===== src/rtl/vram_arbiter.sv =====
// vram_arbiter
//   Shares one single-port framebuffer RAM between display scan-out reads,
//   drawing-engine writes and host readback reads. Scan-out always wins and
//   sees a fixed 3-cycle read latency; draw writes and host reads alternate
//   round-robin in the remaining slots.
//
// Ports
//   CLK, RST_BTN                 clock, synchronous active-high reset
//   disp_req/disp_addr           scan-out read request (single-cycle pulse)
//   disp_valid/disp_data         scan-out read response (pulse, data held)
//   wr_valid/wr_addr/wr_data     draw write request, held until wr_ready
//   wr_ready                     draw write accepted this cycle
//   rd_valid/rd_addr             host read request, held until rd_ready
//   rd_ready                     host read accepted this cycle
//   rd_data_valid/rd_data        host read response (pulse, data held)
//   mem_en/mem_we/mem_addr/mem_wdata/mem_rdata   RAM port (rdata 1 cycle late)
//   stat_clr/stat_wr_stall       saturating write-stall cycle counter
module vram_arbiter #(
    parameter int unsigned ADDR_W = 17,
    parameter int unsigned DATA_W = 8,
    parameter int unsigned STAT_W = 16
) (
    input  logic              CLK,
    input  logic              RST_BTN,
    input  logic              disp_req,
    input  logic [ADDR_W-1:0] disp_addr,
    output logic              disp_valid,
    output logic [DATA_W-1:0] disp_data,
    input  logic              wr_valid,
    input  logic [ADDR_W-1:0] wr_addr,
    input  logic [DATA_W-1:0] wr_data,
    output logic              wr_ready,
    input  logic              rd_valid,
    input  logic [ADDR_W-1:0] rd_addr,
    output logic              rd_ready,
    output logic              rd_data_valid,
    output logic [DATA_W-1:0] rd_data,
    output logic              mem_en,
    output logic              mem_we,
    output logic [ADDR_W-1:0] mem_addr,
    output logic [DATA_W-1:0] mem_wdata,
    input  logic [DATA_W-1:0] mem_rdata,
    input  logic              stat_clr,
    output logic [STAT_W-1:0] stat_wr_stall
);

    // Which of write/read is favoured when both are waiting.
    typedef enum logic {PREF_WR, PREF_RD} rr_t;
    // Owner of an in-flight read.
    typedef enum logic {SRC_DISP, SRC_HOST} src_t;

    rr_t  rr;
    logic tag1_v, tag2_v;
    src_t tag1_src, tag2_src;

    logic grant_disp, grant_wr, grant_rd;

    always_comb begin
        grant_disp = 1'b0;
        grant_wr   = 1'b0;
        grant_rd   = 1'b0;
        if (!RST_BTN) begin
            if (disp_req) begin
                grant_disp = 1'b1;
            end else if (wr_valid && (!rd_valid || rr == PREF_WR)) begin
                grant_wr = 1'b1;
            end else if (rd_valid) begin
                grant_rd = 1'b1;
            end
        end
    end

    assign wr_ready = grant_wr;
    assign rd_ready = grant_rd;

    always_ff @(posedge CLK) begin
        if (RST_BTN) begin
            rr            <= PREF_WR;
            mem_en        <= 1'b0;
            mem_we        <= 1'b0;
            mem_addr      <= '0;
            mem_wdata     <= '0;
            tag1_v        <= 1'b0;
            tag1_src      <= SRC_DISP;
            tag2_v        <= 1'b0;
            tag2_src      <= SRC_DISP;
            disp_valid    <= 1'b0;
            disp_data     <= '0;
            rd_data_valid <= 1'b0;
            rd_data       <= '0;
            stat_wr_stall <= '0;
        end else begin
            // Display grants leave the pointer alone so it cannot skew fairness.
            if (grant_wr) begin
                rr <= PREF_RD;
            end else if (grant_rd) begin
                rr <= PREF_WR;
            end

            // Issue stage: one access per cycle, in grant order.
            mem_en    <= grant_disp | grant_wr | grant_rd;
            mem_we    <= grant_wr;
            mem_wdata <= grant_wr ? wr_data : '0;
            if (grant_disp) begin
                mem_addr <= disp_addr;
            end else if (grant_wr) begin
                mem_addr <= wr_addr;
            end else if (grant_rd) begin
                mem_addr <= rd_addr;
            end else begin
                mem_addr <= '0;
            end

            // Tag stage 1 rides alongside the RAM access, stage 2 alongside
            // the returning mem_rdata; the response register follows.
            tag1_v   <= grant_disp | grant_rd;
            tag1_src <= grant_disp ? SRC_DISP : SRC_HOST;
            tag2_v   <= tag1_v;
            tag2_src <= tag1_src;

            disp_valid    <= tag2_v && (tag2_src == SRC_DISP);
            rd_data_valid <= tag2_v && (tag2_src == SRC_HOST);
            if (tag2_v && tag2_src == SRC_DISP) begin
                disp_data <= mem_rdata;
            end
            if (tag2_v && tag2_src == SRC_HOST) begin
                rd_data <= mem_rdata;
            end

            if (stat_clr) begin
                stat_wr_stall <= '0;
            end else if (wr_valid && !grant_wr && stat_wr_stall != '1) begin
                stat_wr_stall <= stat_wr_stall + STAT_W'(1);
            end
        end
    end

endmodule


===== config.mk =====
export PLATFORM = sky130hd
export DESIGN_NAME = vram_arbiter
export DESIGN_NICKNAME = d
export VERILOG_FILES = /design/src/rtl/vram_arbiter.sv
export SDC_FILE = /design/constraint.sdc
export NUM_CORES = 1
export LEC_CHECK = 0
export BUFFER_PORTS_ARGS = -buffer_cell sky130_fd_sc_hd__buf_2
export CAP_MARGIN = 20
export CORE_MARGIN = 2
export CORE_UTILIZATION = 47
export CTS_BUF_LIST = sky130_fd_sc_hd__clkbuf_8
export CTS_CLUSTER_SIZE = 10
export DETAILED_ROUTE_END_ITERATION = 10
export HOLD_SLACK_MARGIN = 0.15
export PLACE_DENSITY = 0.85
export SLEW_MARGIN = 0
export SYNTH_ARGS = -nofsm -noshare
export SYNTH_HDL_FRONTEND = slang
export SYNTH_SLANG_ARGS = --single-unit
export TNS_END_PERCENT = 5

===== constraint.sdc =====
create_clock -name CLK -period 2.3 [get_ports CLK]
set_input_delay 0.23 -clock CLK [delete_from_list [all_inputs] [get_ports CLK]]
set_output_delay 0.23 -clock CLK [all_outputs]
set_load 0.1 [all_outputs]

==> results of run 1 <==
-- area by class of cell --
cell class | instances | area [um2] | area share
Sequential cell | 66 | 1320 | 0.339
Multi-Input combinational cell | 228 | 1270 | 0.325
Timing Repair Buffer | 167 | 988 | 0.253
Clock buffer | 10 | 138 | 0.0353
Clock inverter | 6 | 90.1 | 0.0231
Tap cell | 72 | 90.1 | 0.0231
Inverter | 2 | 7.51 | 0.00192
-- per-layer routing --
layer	vias to the layer above	wire length (um)	global-route usage
li1	1454	-	-
met3	26	548	0.0509
met4	0	289	0.136
met5	-	0	0
met1	1372	3040	0.291
met2	136	4160	0.445
-- sequential cells by signal (all words and copies together) (netlist names), 8 cells and up --
name,cells
rd_data,8
mem_wdata,8
stat_wr_stall,16
mem_addr,17
disp_data,8
-- path summary, 6_finish.rpt --
check | start | end | cells past startpoint
worst max register to register | rr | mem_addr[16] | 6
worst max-delay path | rr | rd_ready | 5
worst min register to register | disp_data[1] | disp_data[1] | 2
worst min-delay path | mem_rdata[1] | rd_data[1] | 3
-- stage by stage --
| step | util | instance area, um2 | setup WS [ns] | TNS, ns | instances |
|---|---|---|---|---|---|
| 6_report | 0.709 | 3900 | 0.415 | 0 | 551 |
| 5_1_grt | 0.709 | 3900 | 0.273 | 0 | 551 |
| 4_1_cts | 0.709 | 3900 | 0.421 | 0 | 551 |
| 3_5_place_dp | 0.626 | 3440 | 0.503 | 0 | 512 |
| 3_3_place_gp | 0.626 | 3440 | 0.527 | 0 | 512 |
| 2_1_floorplan | - | 2690 | -0.286 | -3.42 | 317 |
-- cell families (layout without fill, tap and decap cells) --
family | count (synthesis) | count (layout) | share of synthesized area
simple gates | 157 | 157 | 0.285
compound gates | 67 | 67 | 0.168
flops | 66 | 66 | 0.495
buf+inv | 23 | 185 | 0.0361
mux | 3 | 3 | 0.0112
fa+ha+maj | 1 | 1 | 0.00469
-- synthesized netlist by cell type --
cell / n
nand4_2: 1
a211o_1: 1
ha_1: 1
and4_1: 1
nor4_2: 1
nand2_1: 58
nor2_1: 26
mux2i_1: 3
nor2b_1: 3
or4_1: 5
buf_1: 4
a2111o_1: 1
a21oi_1: 29
o21ai_0: 4
o21bai_1: 1
o31ai_1: 6
a31oi_1: 2
or4_4: 1
nor4_1: 1
a211oi_1: 3
clkinv_1: 1
buf_2: 2
and3_1: 4
nor4b_1: 2
nand2b_1: 1
nor3_1: 2
a41o_1: 2
o21a_1: 1
clkbuf_1: 13
and2_1: 8
nand3_1: 32
dfxtp_1: 66
or2_2: 1
buf_4: 2
or3_1: 6
nand4_1: 4
a311oi_1: 17
inv_1: 1
-- timing repair --
| action | 4_1_cts | 5_1_grt |
|---|---|---|
| endpoints found under the setup margin | 0 | 0 |
| endpoints found under the hold margin | 24 | 0 |
| hold buffers | 23 | 0 |
| buffers inserted | 0 | 0 |
-- tightest hold or removal path, cell delays in order --
cell	delay [ns]
buf_2	0.11
nand3_1	0.06
a21oi_1	0.05
-- report_power, final --
part	internal (uW)	switching, uW	leakage (uW)
sequential	1180	19.0	0.000540
combinational	142	408	0.00113
clock	641	453	0.000112
==> results by group, run 1 <==
Synth
  • Synth Cell Area: 2670 um2
  • Area leader, netlist: dfxtp_1
  • Syn nets: 391
  • Synth unique cells: 38
  • YS warnings: 0
  • Yosys reg bits: 66
  • Top cells by area, synth: dfxtp_1 49%, nand2_1 8.2%, nand3_1 6.0%
  • Mapped Cells: 317
  • Avg Cell Area, Syn: 8.42 um2
  • Top cell type's share of synthesized area: 0.495
  • Sequential share of the synthesized area: 0.495

Floorplanning
  • Die Y: 79.4 um
  • Initial core utilization: 0.485
  • Core Region: 5510 um2
  • Number of I/O pins: 136
  • Die area: 6300 um2
  • DIE WIDTH: 79.4 um
  • Row cnt: 27

Clocking
  • Clock Sinks: 66
  • H-tree levels: 3
  • Maximum clock path buffer count: 2
  • Clock latency on the worst-skew pair: 0.35 ns
  • Clock tree root driver cell: clkbuf_8
  • Cts bufs inserted: 9
  • TritonCTS clock tree: yes
  • Clk pin slew, worst setup/hold paths: 0.07 ns
  • Cts repair resizes: 0

Worst setup path
  • Kind of end point of the critical path: output port
  • Path type of the worst setup path: reg -> out
  • Slowest Stage Delay on Critical Path: 0.39 ns
  • CP bufs+invs: 2
  • Max FO, Critical Path: 18
  • CP top delay family: simple AND/OR/NAND/NOR gates
  • CP most frequent cell: nand2_1
  • Crit path required time: 2.07 ns
  • Critical path startpoint category: flop
  • Worst R2R Setup Slack: 0.44 ns
  • Crit-path cells: nand2_1 > nand2_1 > buf_4 > and3_1 > buf_12
  • Crit path DAT: 1.65 ns
  • Worst path slowest cell: dfxtp_1

Power and ir drop
  • Design Power: 2850 uW
  • PwrDens: 729 nW/um2
  • P_leak: 0.00178 uW
  • VDD IR-drop max: 0.000491 V

Hold path
  • Hold WC Path Type: in -> reg

Global routing
  • Vias in the first global route: 2,792
  • Gr ovfl total: 0
  • Largest net degree at the start of global routing: 36
  • Antenna violations before repair: 0
  • Global-route wire length before repair: 12.5 mm
  • GRT Util Overall: 0.254

Final layout
  • Layout Nets: 548
  • Share of cells above drive strength 1: 0.344
  • Ant. Diodes: 0
  • Area growth, synth to finish: 46.2%
  • Most common cell after layout, fill and taps aside: buf_2
  • FILL cells: 424
  • Most frequent cells in the layout: 134 x buf_2, 66 x dfxtp_1, 58 x nand2_1

Job
  • Max-cap violations: 0

STA
  • RSZ-0062 raised after global routing: no
  • Max Fclk: 531 MHz
  • Endpoints failing hold: 0
  • Final slew viol count: 0
  • Clock skew: 0.0133 ns
  • Slew @ Worst Pin: 0.612 ns
  • Final count of negative-setup-slack endpoints: 0
  • Relative slew margins: 0.590
  • Final min period: 1.88 ns
  • Hold slack: 0.156 ns
  • Period Utilization, post-route: 0.819

Placement
  • Hpwl dp: 5.44 mm
  • RePlAce Congestion: 0.840
  • Port Buffers: 135

Detailed routing
  • Pre-antenna DRT Iters: 4
  • Vias/cell: 5.42
  • Drt total wl: 8.04 mm
  • Post-route ant nets: 0
  • Drt first-iter violations: 177
  • Remaining DRCs: 0
  • Vias: 2,988
  • WL/cell: 14.6 um

Outcome
  • Status: complete, no violations
No activity file was read; power rests on OpenSTA's default activity.
==> run 2, diff against run 1 <==
ABC_AREA = 1   (was not set)
clock period = 1.8 ns   (was 2.3 ns; I/O delays follow)
==> results by group, run 2 <==
Outcome
  • Status: complete, no violations

Global routing
  • Gr ovfl total: 0
  • GR Layer Usage met1: 0.318
  • GRT busiest layer: met2
  • Vias in the first global route: 3,166
  • GRT Util Overall: 0.315
  • Global-route wire length before repair: 15.3 mm
  • Met3 usage in global routing: 0.108
  • GR Util met2: 0.543
  • Largest net degree at the start of global routing: 20
  • Antenna violations before repair: 0

Worst setup path
  • Critical path depth: 8
  • Slowest Stage Delay on Critical Path: 0.59 ns
  • Crit path DAT: 1.96 ns
  • CP Launch Point: rr
  • CP bufs+invs: 3
  • Worst path slowest cell: dlygate4sd3_1
  • Crit path required time: 2.03 ns
  • Max FO, Critical Path: 17
  • Worst r2r dst: mem_addr[12]
  • Critical path startpoint category: flop
  • CP top delay family: buffers and inverters
  • CP most frequent cell: nand2_1
  • Crit-path cells: nand2_1 > nand2_2 > nand3_2 > clkinv_1 > buf_6 > nand2_1 > nand3_1 > dlygate4sd3_1
  • Worst r2r path cells: 8
  • Critical path endpoint: mem_addr[12]
  • Reg2reg start: rr
  • Worst R2R Setup Slack: 0.07 ns
  • Kind of end point of the critical path: flop
  • Path type of the worst setup path: reg -> reg

Final layout
  • Share of cells above drive strength 1: 0.359
  • Largest regs: mem_addr (17), stat_wr_stall (16)
  • Layout Nets: 638
  • Final Core Density: 0.774
  • Max FFs per register: 17
  • Reg with most FFs: mem_addr
  • Area growth, synth to finish: 58.0%
  • FILL cells: 356
  • Most frequent cells in the layout: 134 x buf_2, 88 x nand2_1, 64 x nor2_1
  • Most common cell after layout, fill and taps aside: buf_2

Detailed routing
  • Vias/cell: 5.24
  • Post-route ant nets: 0
  • Remaining DRCs: 0
  • Vias: 3,369
  • Drt total wl: 10.3 mm
  • Pre-antenna DRT Iters: 5
  • Drt first-iter violations: 274
  • WL/cell: 16.1 um

Floorplanning
  • Die area: 6440 um2
  • Row cnt: 27
  • Number of I/O pins: 136
  • Die Y: 80.2 um
  • Initial core utilization: 0.490
  • DIE WIDTH: 80.2 um
  • Core Region: 5570 um2

Synth
  • Top post-synthesis cells by count: 90 x nand2_1, 66 x dfxtp_1, 64 x nor2_1, 42 x nand3_1, 27 x inv_1
  • Async S/R FF share, synth: 0
  • Syn nets: 440
  • Synth Cell Area: 2730 um2
  • Sequential share of the synthesized area: 0.484
  • Yosys reg bits: 66
  • Synth unique cells: 24
  • Area leader, netlist: dfxtp_1
  • Count leader, synth: nand2_1
  • Post-synth EDFFs: 0
  • Mapped Cells: 366
  • Avg Cell Area, Syn: 7.46 um2
  • Main synth FF type: dfxtp_1
  • YS warnings: 0
  • Top cells by area, synth: dfxtp_1 48%, nand2_1 12%, nor2_1 8.8%
  • Top cell type's share of synthesized area: 0.484

Clocking
  • Clk pin slew, worst setup/hold paths: 0.08 ns
  • Cts bufs inserted: 9
  • Clock latency on the worst-skew pair: 0.35 ns
  • Clock tree root driver cell: clkbuf_8
  • Maximum clock path buffer count: 2
  • H-tree levels: 3
  • Clock Sinks: 66
  • TritonCTS clock tree: yes

Hold path
  • Hold WC Path Type: in -> reg
  • Hold-critical path depth: 3

STA
  • Final slew viol count: 0
  • Final count of negative-setup-slack endpoints: 0
  • Clock skew: 0.0104 ns
  • Endpoints failing hold: 0
  • Relative slew margins: 0.636
  • Hold slack: 0.155 ns
  • Max Fclk: 579 MHz
  • Final min period: 1.73 ns
  • Period Utilization, post-route: 0.959
  • Slew @ Worst Pin: 0.545 ns

Power and ir drop
  • VDD IR-drop max: 0.000463 V
  • PwrDens: 870 nW/um2
  • P_leak: 0.00211 uW

Job
  • Max-cap violations: 0

Placement
  • RePlAce Congestion: 0.772
  • Hpwl dp: 5.50 mm
  • Port Buffers: 135
-- run 2: changes by cell type in the layout (fill, tap and decap cells not counted), sizes merged, moves of 8 or more --
cell         delta
nor2           +45
nand2          +36
inv            +31
dlygate4sd3    +30
o21ai          +20
a21oi          -17
a311oi         -17
nand3          +10
and2            -8
-- run 2: metal layers --
metal  vias to the layer above  share of wire
met5                         -              0
met2                       221           0.50
li1                       1550              -
met3                        55          0.099
met4                         0          0.053
met1                      1543           0.35
-- run 2: layout make-up --
| type | count | area (um2) | share of cell area |
|---|---|---|---|
| tap | 72 | 90.1 | 0.0209 |
| multi-input combinational | 256 | 1230 | 0.285 |
| clock buffer | 9 | 124 | 0.0287 |
| timing repair buffer | 198 | 1300 | 0.302 |
| inverter | 33 | 124 | 0.0287 |
| clock inverter | 7 | 93.8 | 0.0217 |
| sequential | 66 | 1350 | 0.312 |
| antenna | 2 | 5.00 | 0.00116 |
-- run 2: power breakdown --
part           switching, uW  total [uW]  internal [uW]
logic                    600         833            233
registers               26.0        1540           1520
clock network            602        1380            777
total                   1230        3760           2530
-- run 2: tightest hold or removal path, stage by stage --
cell and delay, ns:
buf_2 0.11, nand2_2 0.11, nor2_1 0.05
-- run 2: worst min-delay path by stage --
stage | startpoint | end | slack (ns)
2_1_floorplan | RST_BTN | tag1_src | 0.25
3_5_place_dp | rd_addr[6] | mem_addr[6] | 0.38
6_report | wr_valid | mem_we | 0.15
5_1_grt | wr_valid | mem_we | 0.17
3_3_place_gp | rd_addr[6] | mem_addr[6] | 0.38
4_1_cts | disp_req | mem_we | 0.17
-- run 2: repair_timing --
| action | in CTS | in global routing |
|---|---|---|
| gates resized for setup | 0 | 5 |
| endpoints found under the setup margin | 0 | 18 |
| buffers inserted | 0 | 2 |
| endpoints found under the hold margin | 44 | 0 |
| hold buffers | 53 | 0 |
-- run 2: per-stage QoR --
stage	TNS, ns	cells	area, um2	total power [uW]	setup WS [ns]
finish	0	643	4320	3760	0.0729
global route	-0.0329	641	4310	3860	-0.0240
CTS	0	639	4280	3700	0.0246
detailed placement	0	570	3530	2260	0.185
global placement	0	570	3530	2260	0.238
floorplan	0	366	2760	2090	0.00939
-- run 2: kinds of logic (layout without fill, tap and decap cells) --
kind of cell | count (synthesis) | after routing | share of synthesized area
DFF | 66 | 66 | 0.484
and+or+nand+nor | 212 | 212 | 0.336
adders and majority gates | 1 | 1 | 0.00458
xor gates and xnor gates | 7 | 7 | 0.0224
buffers and inverters | 44 | 247 | 0.0696
other | 0 | 2 | 0
AOI/OAI and AO/OA | 36 | 36 | 0.0838
==> run 3, diff against run 2 <==
ABC_AREA = not set   (was 1)
==> results by group, run 3 (synthesis results as in run 1) <==
Outcome
  • Status: complete, no violations

STA
  • Period Utilization, post-route: 0.976
  • TNS Setup: 0 ns
  • Clock skew: 0.00806 ns
  • Final slew viol count: 0
  • Max Fclk: 569 MHz
  • Final count of negative-setup-slack endpoints: 0
  • Slew @ Worst Pin: 0.516 ns
  • Relative slew margins: 0.655
  • Final min period: 1.76 ns
  • Endpoints failing hold: 0
  • RSZ-0062 raised after global routing: yes

Final layout
  • FF/Latch Area: 1380 um2
  • Fin area: 4380 um2
  • Most common cell after layout, fill and taps aside: buf_2
  • Multi-input logic area: 1310 um2
  • Largest regs: mem_addr (17), stat_wr_stall (16)
  • Final Core Density: 0.795
  • Max FFs per register: 17
  • Ant. Diodes: 0
  • Share of cells above drive strength 1: 0.385
  • Reg with most FFs: mem_addr
  • Finished Layout Cells: 589
  • Layout Nets: 586
  • FILL cells: 349
  • Area growth, synth to finish: 64.0%
  • Most frequent cells in the layout: 133 x buf_2, 56 x nand2_1, 52 x dlygate4sd3_1

Job
  • Max-cap violations: 0

Power and ir drop
  • VDD IR-drop max: 0.000471 V
  • PwrDens: 849 nW/um2
  • Int Pwr: 2530 uW
  • Share of power burned in registers: 0.408
  • Clk network pwr share: 0.378
  • Comb pwr share: 0.214
  • Switching Share: 0.319
  • P_leak: 0.00200 uW
  • NetSw: 1190 uW

Worst setup path
  • Kind of end point of the critical path: flop
  • Max FO, Critical Path: 10
  • Critical path startpoint category: flop
  • Path type of the worst setup path: reg -> reg
  • Crit path DAT: 2.05 ns
  • Crit path required time: 2.09 ns

Global routing
  • Gr ovfl total: 0
  • Global-route wire length before repair: 13.9 mm
  • Vias in the first global route: 3,045
  • GRT busiest layer: met2
  • GR Layer Usage met1: 0.318
  • Largest net degree at the start of global routing: 37
  • Met3 usage in global routing: 0.0622
  • GRT Util Overall: 0.285
  • GR Util met2: 0.485
  • Antenna violations before repair: 0

Clocking
  • Clk pin slew, worst setup/hold paths: 0.08 ns
  • H-tree levels: 3
  • TritonCTS clock tree: yes
  • Maximum clock path buffer count: 2
  • Clock Sinks: 66
  • Clock tree root driver cell: clkbuf_8
  • Clock latency on the worst-skew pair: 0.35 ns
  • # Post-CTS Setup Buffers: 0
  • Cts bufs inserted: 9

Placement
  • Hpwl dp: 5.51 mm
  • RePlAce Congestion: 0.912
  • Inst Count DP: 521
  • DP Area: 3600 um2
  • Port Buffers: 135

Floorplanning
  • DIE WIDTH: 79.4 um
  • Row cnt: 27
  • Die area: 6300 um2
  • Core Region: 5510 um2
  • Number of I/O pins: 136
  • Initial core utilization: 0.485
  • Die Y: 79.4 um

Detailed routing
  • Post-route ant nets: 0
  • WL/cell: 14.9 um
  • Vias: 3,168
  • Drt first-iter violations: 118
  • Pre-antenna DRT Iters: 4
  • Vias/cell: 5.38
  • Drt total wl: 8.78 mm
  • Remaining DRCs: 0

Hold path
  • Hold WC Path Type: in -> reg
## run 3: cell types whose count changed in the layout (fill, tap and decap cells not counted), sizes merged, moves of 10 or more
cell    before  now
nand3       42   32
nor2        71   26
nand2       94   58
a311oi       0   17
inv         32    3
a21oi       12   29
o21ai       24    4
## run 3: power by group through the flow
stage / clock network (uW) / logic (uW) / registers, uW
finish: 1410 / 797 / 1520
global route: 1490 / 837 / 1520
CTS: 1420 / 772 / 1510
detailed placement: 0 / 676 / 1550
global placement: 0 / 669 / 1550
floorplan: 0 / 158 / 1880
## run 3: final timing paths
| kind | from | end | slack, ns | cells past startpoint |
|---|---|---|---|---|
| hold / removal | disp_req | mem_we | 0.19 | 3 |
| hold reg to reg | tag1_src | tag2_src | 0.44 | 1 |
| setup / recovery | rr | mem_addr[13] | 0.04 | 6 |
| setup reg to reg | rr | mem_addr[13] | 0.04 | 6 |
## run 3: routing by layer
metal / share of wire / vias to the layer above / wire [um]
met5: 0 / - / 0
met4: 0.039 / 0 / 339
met3: 0.061 / 32 / 537
met2: 0.50 / 145 / 4430
met1: 0.40 / 1466 / 3470
li1: - / 1525 / -
## run 3: metrics by stage
| step | hold WS (ns) | power, uW | setup WS [ns] |
|---|---|---|---|
| after global placement | 0.378 | 2220 | 0.149 |
| after global routing | 0.209 | 3850 | -0.0140 |
| final | 0.194 | 3720 | 0.0438 |
| after detailed placement | 0.382 | 2220 | 0.0900 |
| after floorplan | 0.302 | 2040 | -0.0562 |
| after CTS | 0.171 | 3710 | 0.0509 |
## run 3: timing repair
action,4_1_cts,5_1_grt
endpoints found under the hold margin,43,0
resized for setup,0,8
setup endpoints to repair,0,17
hold buffers,52,0
## run 3: critical path, stage by stage (launching register included)
cell           delay [ns]
dfxtp_4              0.37
nand2_2              0.08
nand2_2              0.10
buf_6                0.14
nand3_1              0.11
a311oi_2             0.31
dlygate4sd3_1        0.59
## run 3: final cells by class
| type | count | area share |
|---|---|---|
| sequential | 66 | 0.314 |
| clock inverter | 7 | 0.0231 |
| inverter | 2 | 0.00171 |
| multi-input combinational | 228 | 0.300 |
| timing repair buffer | 205 | 0.313 |
| clock buffer | 9 | 0.0283 |
| tap | 72 | 0.0206 |
